[config.mk]
export PLATFORM = sky130hd
export DESIGN_NAME = reg_write_arbiter
export DESIGN_NICKNAME = d
export VERILOG_FILES = /design/src/rtl/reg_write_arbiter.sv
export SDC_FILE = /design/constraint.sdc
export NUM_CORES = 1
export LEC_CHECK = 0
export CORE_UTILIZATION = 40
export DETAILED_ROUTE_END_ITERATION = 8
export HOLD_SLACK_MARGIN = 0.06
export PLACE_DENSITY_LB_ADDON = 0.2
export SLEW_MARGIN = 20
export SYNTH_ARGS = -nofsm -noshare
export SYNTH_HDL_FRONTEND = slang
export SYNTH_SLANG_ARGS = --single-unit
[constraint.sdc]
create_clock -name CLK -period 2.6 [get_ports CLK]
set_clock_uncertainty 0.15 [all_clocks]
set_input_delay 0.52 -clock CLK [delete_from_list [all_inputs] [get_ports CLK]]
set_output_delay 0.52 -clock CLK [all_outputs]
set_load 0.1 [all_outputs]
[src/rtl/reg_write_arbiter.sv]
// Arbitrates several requesters onto the single write path of the register bank.
// Define ARB_FIXED_PRIORITY_EN for fixed lowest-index-wins priority; round-robin otherwise.
module reg_write_arbiter #(
    parameter int NUM_REQ  = 3,
    parameter int DATA_W   = 11,
    parameter int NUM_REGS = 8,
    parameter int ADDR_W   = 3
) (
    input  logic                      CLK,
    input  logic                      clear_n,
    input  logic [NUM_REQ-1:0]        req,
    input  logic [NUM_REQ*ADDR_W-1:0] req_addr,
    input  logic [NUM_REQ*DATA_W-1:0] req_data,
    input  logic                      clear_all,
    output logic [NUM_REQ-1:0]        gnt,
    output logic [DATA_W-1:0]         reg_in,
    output logic [NUM_REGS-1:0]       reg_enable,
    output logic [NUM_REGS-1:0]       reg_clear,
    output logic                      wr_err,
    output logic                      busy
);

    localparam int          PTR_W   = (NUM_REQ > 1) ? $clog2(NUM_REQ) : 1;
    localparam int unsigned NREQ_U  = NUM_REQ;
    localparam int unsigned NREGS_U = NUM_REGS;

    typedef enum logic [1:0] {
        IDLE  = 2'd0,
        WRITE = 2'd1,
        CLEAR = 2'd2
    } state_t;

    state_t state, state_nxt;

    logic                clr_pend, clr_pend_nxt;
    logic                found;
    logic [NUM_REQ-1:0]  win_oh;
    logic [ADDR_W-1:0]   win_addr;
    logic [DATA_W-1:0]   win_data;
    logic [NUM_REGS-1:0] en_dec;
    logic                addr_bad;
    logic                grant_evt;

    logic [NUM_REQ-1:0]  gnt_nxt;
    logic [DATA_W-1:0]   reg_in_nxt;
    logic [NUM_REGS-1:0] reg_enable_nxt;
    logic [NUM_REGS-1:0] reg_clear_nxt;
    logic                wr_err_nxt;

`ifndef ARB_FIXED_PRIORITY_EN
    logic [PTR_W-1:0]    last_ptr;
    logic [PTR_W-1:0]    win_idx;
`endif

    // Round-robin: first pass looks above the last winner, second pass wraps from 0.
    always_comb begin
        found    = 1'b0;
        win_oh   = '0;
        win_addr = '0;
        win_data = '0;
`ifndef ARB_FIXED_PRIORITY_EN
        win_idx  = '0;
        for (int unsigned i = 0; i < NREQ_U; i++) begin
            if (!found && req[i] && (i > 32'(last_ptr))) begin
                found     = 1'b1;
                win_oh[i] = 1'b1;
                win_idx   = PTR_W'(i);
                win_addr  = req_addr[i*ADDR_W +: ADDR_W];
                win_data  = req_data[i*DATA_W +: DATA_W];
            end
        end
`endif
        for (int unsigned i = 0; i < NREQ_U; i++) begin
            if (!found && req[i]) begin
                found     = 1'b1;
                win_oh[i] = 1'b1;
`ifndef ARB_FIXED_PRIORITY_EN
                win_idx   = PTR_W'(i);
`endif
                win_addr  = req_addr[i*ADDR_W +: ADDR_W];
                win_data  = req_data[i*DATA_W +: DATA_W];
            end
        end
    end

    always_comb begin
        en_dec = '0;
        for (int unsigned r = 0; r < NREGS_U; r++) begin
            en_dec[r] = (32'(win_addr) == r);
        end
        addr_bad = (32'(win_addr) >= NREGS_U);
    end

    always_comb begin
        state_nxt      = state;
        clr_pend_nxt   = clr_pend | clear_all;
        gnt_nxt        = '0;
        reg_in_nxt     = reg_in;
        reg_enable_nxt = '0;
        reg_clear_nxt  = '0;
        wr_err_nxt     = 1'b0;
        grant_evt      = 1'b0;
        case (state)
            IDLE: begin
                if (clr_pend || clear_all) begin
                    state_nxt     = CLEAR;
                    clr_pend_nxt  = 1'b0;
                    reg_clear_nxt = '1;
                end else if (found) begin
                    state_nxt      = WRITE;
                    grant_evt      = 1'b1;
                    gnt_nxt        = win_oh;
                    reg_in_nxt     = win_data;
                    reg_enable_nxt = addr_bad ? '0 : en_dec;
                    wr_err_nxt     = addr_bad;
                end
            end
            WRITE:   state_nxt = IDLE;
            CLEAR:   state_nxt = IDLE;
            default: state_nxt = IDLE;
        endcase
    end

    always_ff @(posedge CLK or negedge clear_n) begin
        if (!clear_n) begin
            state      <= IDLE;
            clr_pend   <= 1'b0;
            gnt        <= '0;
            reg_in     <= '0;
            reg_enable <= '0;
            reg_clear  <= '0;
            wr_err     <= 1'b0;
            busy       <= 1'b0;
        end else begin
            state      <= state_nxt;
            clr_pend   <= clr_pend_nxt;
            gnt        <= gnt_nxt;
            reg_in     <= reg_in_nxt;
            reg_enable <= reg_enable_nxt;
            reg_clear  <= reg_clear_nxt;
            wr_err     <= wr_err_nxt;
            busy       <= (state_nxt != IDLE);
        end
    end

`ifndef ARB_FIXED_PRIORITY_EN
    always_ff @(posedge CLK or negedge clear_n) begin
        if (!clear_n) begin
            last_ptr <= PTR_W'(NUM_REQ - 1);
        end else if (grant_evt) begin
            last_ptr <= win_idx;
        end
    end
`endif

endmodule

==> flow_summary_export.csv, run 1 <==
group,metric,value,unit
run_status,run_status,"finished clean",
synth,synthCells,175,
sta,fmax,0.416,GHz
global_route,track_usage,21.8,%
sta,tns,0,ns
sta,worst_slew_pin_slew,0.903,ns
sta,rsz0062_at_grt,"false",
die,die_w,65.5,um
clock_network,holdBufCountCts,0,
global_route,gr-total-overflow,0,
clock_network,clkTransAtPathRegs,0.06,ns
synth,synth_cell_types,36,
worst_hold_path,hold_path_depth,1,
clock_network,ctsHtreeMaxLevel,2,
placement,port_buffers,78,
cells_and_area,mostFrequentLayoutCells,"clkdlybuf4s50_1, buf_4, dfrtp_1, a21oi_1, nand2_1",
die,row_count,22,
global_route,grt_pass1_vias,1523,
placement,gp_congestion,0.880,
clock_network,cts_tree,"done",
synth,yosys_warnings,0,
critical_path,r2r_end,"reg_in[7]$_DFFE_PN0P_",
worst_hold_path,min_path_type,"flop to flop",
die,ios,80,
clock_network,root_buffer,"clkbuf_8",
synth,synth_ff_type,"dfrtp_1",
sta,fin_crit,2.41,ns
flow_run,drv_cap,0,
clock_network,cts.path.max_buffers,2,
clock_network,postCtsSetupBuffers,0,
synth,ys_seq_area_share,45.1,%
critical_path,required,2.63,ns
detailed_routing,wire_per_inst,14.2,um
global_route,grt_pass1_wl,7130,um
cells_and_area,finalNetCount,300,
synth,ys_ff_latch,29,
cells_and_area,area_growth,53.2,%
worst_hold_path,hold_start,"state[0]$_DFF_PN0_",
detailed_routing,first_pass_iters,4,
clock_network,cts_resized,0,
synth,synth_edf_count,0,
detailed_routing,drc,0,
placement,dp_hpwl,3170,um
clock_network,clock-sinks,29,
critical_path,critPathMaxFanout,12,
critical_path,worstSetupStartpointType,"input pin",
detailed_routing,wirelength,4290,um
global_route,grt_max_degree,30,
critical_path,r2r_cells,5,
clock_network,cts_buffers,5,
synth,syn_area,0.00161,sq mm
clock_network,clk_latency,0.28,ns
die,die_y,65.5,um
critical_path,cp-startpoint,"req[2]",
global_route,grt_antenna_before_repair,0,
power,ir_worst_vdd,0.687,mV
critical_path,r2r-start,"last_ptr[1]$_DFFE_PN1P_",
sta,finalSetupViolCount,0,
cells_and_area,n_antenna_cell,0,
critical_path,worstPathArrival,2.44,ns
critical_path,end_kind,"flop",
cells_and_area,final_common_cell,"clkdlybuf4s50_1",
synth,synth-async-reset-ratio,100,%
die,core_area,0.00377,sq mm
cells_and_area,drive_gt1_share,22.5,%
sta,slew_headroom,39.7,%
detailed_routing,ant_nets,0,
die,start_util,42.8,%
synth,synth.net_count,223,
power,powerDensity,1320,mW/mm^2
worst_hold_path,hold_path_end,"reg_clear[6]$_DFF_PN0_",
detailed_routing,vias,1620,
critical_path,crit_type,"input pin to flop",
die,die_area,0.00429,sq mm
power,p_leak,1.15,nW
power,total_power,0.00326,W
sta,timing.final.crit_share,92.5,%
detailed_routing,vias_per_cell,5.38,
sta,final_max_slew_viol_count,0,
synth,syn_avg_cell_area,9.22,sq um
sta,hold_violations,0,
critical_path,r2r_setup_slack,0.39,ns
detailed_routing,dr.first_iter.drc_count,151,
sequential cells by signal, summed over array words and instances, names as in the netlist:
signal,count
gnt,3
reg_clear,1
last_ptr,2
clr_pend,1
reg_enable,8
busy,1
reg_in,11
state,2
power by group:
group	switching [W]	total [W]	internal [W]
logic	0.00158	0.00208	0.000502
registers	0.000100	0.000698	0.000598
clock network	0.000174	0.000485	0.000311
total	0.00185	0.00326	0.00141
synth_stat cells, types with 2 or more instances:
| library cell | instances | area share [%] |
|---|---|---|
| clkbuf_1 | 9 | 2.1 |
| buf_2 | 2 | 0.62 |
| a221o_1 | 11 | 6.8 |
| dfrtp_1 | 28 | 43 |
| nand2_1 | 15 | 3.5 |
| nand2b_1 | 2 | 0.78 |
| a31oi_1 | 2 | 0.78 |
| o21ai_0 | 3 | 0.93 |
| buf_4 | 8 | 3.7 |
| mux2_2 | 2 | 1.4 |
| and3b_1 | 2 | 1.1 |
| a21oi_1 | 27 | 8.4 |
| or2_2 | 2 | 0.78 |
| nor3_1 | 12 | 3.7 |
| o31ai_1 | 11 | 5.1 |
| nor2b_1 | 5 | 1.9 |
| and2_1 | 2 | 0.78 |
| a21o_1 | 4 | 1.9 |
| nor2_1 | 7 | 1.6 |
| inv_1 | 5 | 1.2 |
cell type report:
class,count,area (sq um)
tap,48,60.1
sequential,29,727
clock buffer,6,82.6
clock inverter,2,37.5
fill,304,1300
multi-input combinational,121,752
timing repair buffer,90,793
inverter,5,18.8
critical path, cell delays in order:
cell	delay, ns
clkdlybuf4s50_1	0.60
nand2b_1	0.13
nor2_1	0.65
a221o_1	0.27
a21oi_1	0.05
o31ai_1	0.22
through the flow:
stage	hold slack (ns)	area, sq um	cells	setup slack [ns]	util [%]
6_report	0.309	2470	301	0.194	65.5
5_1_grt	0.323	2470	301	0.00337	65.5
4_1_cts	0.310	2470	301	0.211	65.5
3_5_place_dp	0.300	2350	293	-0.0763	62.3
3_3_place_gp	0.297	2350	293	0.00468	62.3
2_1_floorplan	0.0744	1610	175	0.506	-
cells by family after synthesis:
group / share of synthesized area [%]
flip-flops: 45.1
AND/OR/NAND/NOR: 17.0
buffers and inverters: 8.30
AO/OA/AOI/OAI: 28.0
multiplexers: 1.40
other: 0.233
worst max-delay path by stage:
stage | depth (start not counted) | to | slack [ns]
global placement | 6 | reg_in[6]$_DFFE_PN0P_ | 0.005
finish | 6 | reg_in[7]$_DFFE_PN0P_ | 0.19
detailed placement | 6 | reg_in[8]$_DFFE_PN0P_ | -0.08
global route | 6 | reg_in[0]$_DFFE_PN0P_ | 0.003
floorplan | 1 | reg_clear[1] | 0.51
CTS | 6 | reg_in[7]$_DFFE_PN0P_ | 0.21
per-layer routing:
metal	up-vias	global-route usage, %	wire length [um]
met1	743	28.2	1830
met4	0	6.79	52
met2	77	35.2	2040
met5	-	0	0
met3	5	6.08	361
li1	795	-	-
Note: power is estimated with default switching activity, not from simulation.
==> run 2, diff against run 1 <==
Settings changed: CTS_CLUSTER_DIAMETER set to 30.
==> results of run 2 <==
Final layout, timing and power as in run 1 (identical DEF).
==> run 3, diff against run 2 <==
Settings changed: PLACE_DENSITY set to 0.85, PLACE_DENSITY_LB_ADDON 0.2 to not set.
==> run 3 against run 2 <==
Net effect: worst hold slack gained 0.0092 ns; largest power group unchanged; largest cell class unchanged; critical path type unchanged; clock power about the same; fmax decreased by 2.2%.
==> flow_summary_export.csv, run 3 (synthesized netlist as in run 1, its figures left out) <==
group,metric,value,unit
run_status,run_status,"finished clean",
critical_path,required,2.62,ns
cells_and_area,register_area,727,sq um
global_route,grt_pass1_vias,1643,
cells_and_area,stdcell_count,301,
critical_path,crit_type,"input pin to flop",
placement,port_buffers,78,
global_route,grt_antenna_before_repair,0,
power,p_leak,1.15,nW
critical_path,r2r_setup_slack,0.33,ns
critical_path,end_kind,"flop",
power,powerDensity,1330,mW/mm^2
critical_path,r2r_end,"reg_in[4]$_DFFE_PN0P_",
placement,place_area,0.00235,sq mm
detailed_routing,wirelength,4740,um
critical_path,worstPathArrival,2.48,ns
cells_and_area,finalNetCount,300,
sta,worst_slew_pin_slew,0.879,ns
cells_and_area,final_common_cell,"clkdlybuf4s50_1",
sta,fmax,0.407,GHz
clock_network,holdBufCountCts,0,
cells_and_area,mostFrequentLayoutCells,"clkdlybuf4s50_1, buf_4, dfrtp_1, a21oi_1, nand2_1",
critical_path,worstSetupStartpointType,"input pin",
cells_and_area,area_growth,53.1,%
cells_and_area,largest_register_ffs,11,
flow_run,drv_cap,0,
die,start_util,42.8,%
clock_network,cts_buffers,5,
detailed_routing,wire_per_inst,15.7,um
sta,fin_crit,2.46,ns
detailed_routing,vias,1691,
global_route,grt_max_degree,30,
detailed_routing,drc,0,
clock_network,clock-sinks,29,
worst_hold_path,hold_start,"state[1]$_DFF_PN0_",
sta,rsz0062_at_grt,"false",
clock_network,cts.path.max_buffers,2,
die,ios,80,
cells_and_area,n_antenna_cell,0,
global_route,track_usage,24.0,%
sta,finalSetupViolCount,0,
detailed_routing,ant_nets,0,
sta,hold_violations,0,
worst_hold_path,hold_path_end,"reg_clear[6]$_DFF_PN0_",
cells_and_area,multi_input_area,754,sq um
clock_network,ctsHtreeMaxLevel,2,
cells_and_area,top_register,"reg_in",
die,row_count,22,
placement,dp_hpwl,3350,um
die,die_w,65.5,um
clock_network,cts_tree,"done",
die,die_y,65.5,um
placement,post-place-cells,293,
detailed_routing,vias_per_cell,5.62,
cells_and_area,final.fill_count,320,
cells_and_area,drive_gt1_share,22.5,%
power,ir_worst_vdd,0.540,mV
worst_hold_path,min_path_type,"flop to flop",
cells_and_area,top_regs,"reg_in (11), reg_enable (8), gnt (3)",
global_route,grt_pass1_wl,7720,um
worst_hold_path,hold_path_depth,1,
detailed_routing,dr.first_iter.drc_count,199,
sta,timing.final.crit_share,94.6,%
critical_path,r2r_cells,5,
clock_network,root_buffer,"clkbuf_8",
clock_network,clk_latency,0.28,ns
clock_network,clkTransAtPathRegs,0.06,ns
critical_path,r2r-start,"last_ptr[1]$_DFFE_PN1P_",
cells_and_area,stdcell_area,0.00247,sq mm
sta,slew_headroom,41.3,%
detailed_routing,first_pass_iters,4,
sta,final_max_slew_viol_count,0,
die,core_area,0.00377,sq mm
critical_path,critPathMaxFanout,5,
placement,gp_congestion,0.893,
global_route,gr-total-overflow,0,
die,die_area,0.00429,sq mm
run 3: per-layer routing:
| layer | vias to the layer above | GRT usage, % | part of all wire [%] |
|---|---|---|---|
| li1 | 797 | - | - |
| met1 | 791 | 29.6 | 40 |
| met2 | 94 | 40.6 | 50 |
| met3 | 9 | 3.99 | 7.6 |
| met4 | 0 | 11.1 | 2.3 |
| met5 | - | 0 | 0 |
run 3: worst max-delay path by stage:
stage                                 startpoint                       to  slack (ns)  cells past startpoint
after detailed placement                  req[1]  reg_enable[0]$_DFF_PN0_       -0.10                      6
final                                     req[1]  reg_enable[0]$_DFF_PN0_        0.14                      6
after global routing                      req[2]  reg_enable[5]$_DFF_PN0_        0.03                      6
after CTS                                 req[2]    reg_in[7]$_DFFE_PN0P_        0.15                      6
after global placement                    req[1]  reg_enable[0]$_DFF_PN0_       -0.05                      6
after floorplan           reg_clear[6]$_DFF_PN0_             reg_clear[1]        0.51                      1
run 3: worst max-delay path, stage by stage:
cell	delay (ns)
clkdlybuf4s50_1	0.55
mux2_2	0.36
a32o_1	0.21
a222oi_1	0.40
o21ai_1	0.22
nor3_1	0.23
run 3: layout make-up:
type,count,share of cell area [%]
clock buffer,7,3.50
clock inverter,1,1.22
inverter,5,0.760
multi-input combinational,121,30.5
sequential,29,29.4
tap,48,2.43
timing repair buffer,90,32.1
run 3: where the power goes:
part           switching [W]  internal, W  total [W]  leakage, nW
combinational        0.00159     0.000503    0.00210        0.713
sequential          0.000109     0.000598   0.000706        0.378
clock               0.000170     0.000312   0.000482       0.0585
run 3: stage by stage:
| step | power [W] | setup slack (ns) | util (%) | TNS (ns) | hold WS (ns) |
|---|---|---|---|---|---|
| final | 0.00329 | 0.141 | 65.5 | 0 | 0.319 |
| after detailed placement | 0.00279 | -0.100 | 62.3 | -0.346 | 0.314 |
| after global routing | 0.00342 | 0.0292 | 65.5 | 0 | 0.344 |
| after CTS | 0.00328 | 0.153 | 65.4 | 0 | 0.323 |
| after floorplan | 0.00238 | 0.506 | - | 0 | 0.0744 |
| after global placement | 0.00277 | -0.0523 | 62.3 | -0.110 | 0.292 |
run 3: timing repair:
item                       4_1_cts  5_1_grt
setup endpoints to repair        0        1
buffers inserted                 0        0
resized for setup                0        1
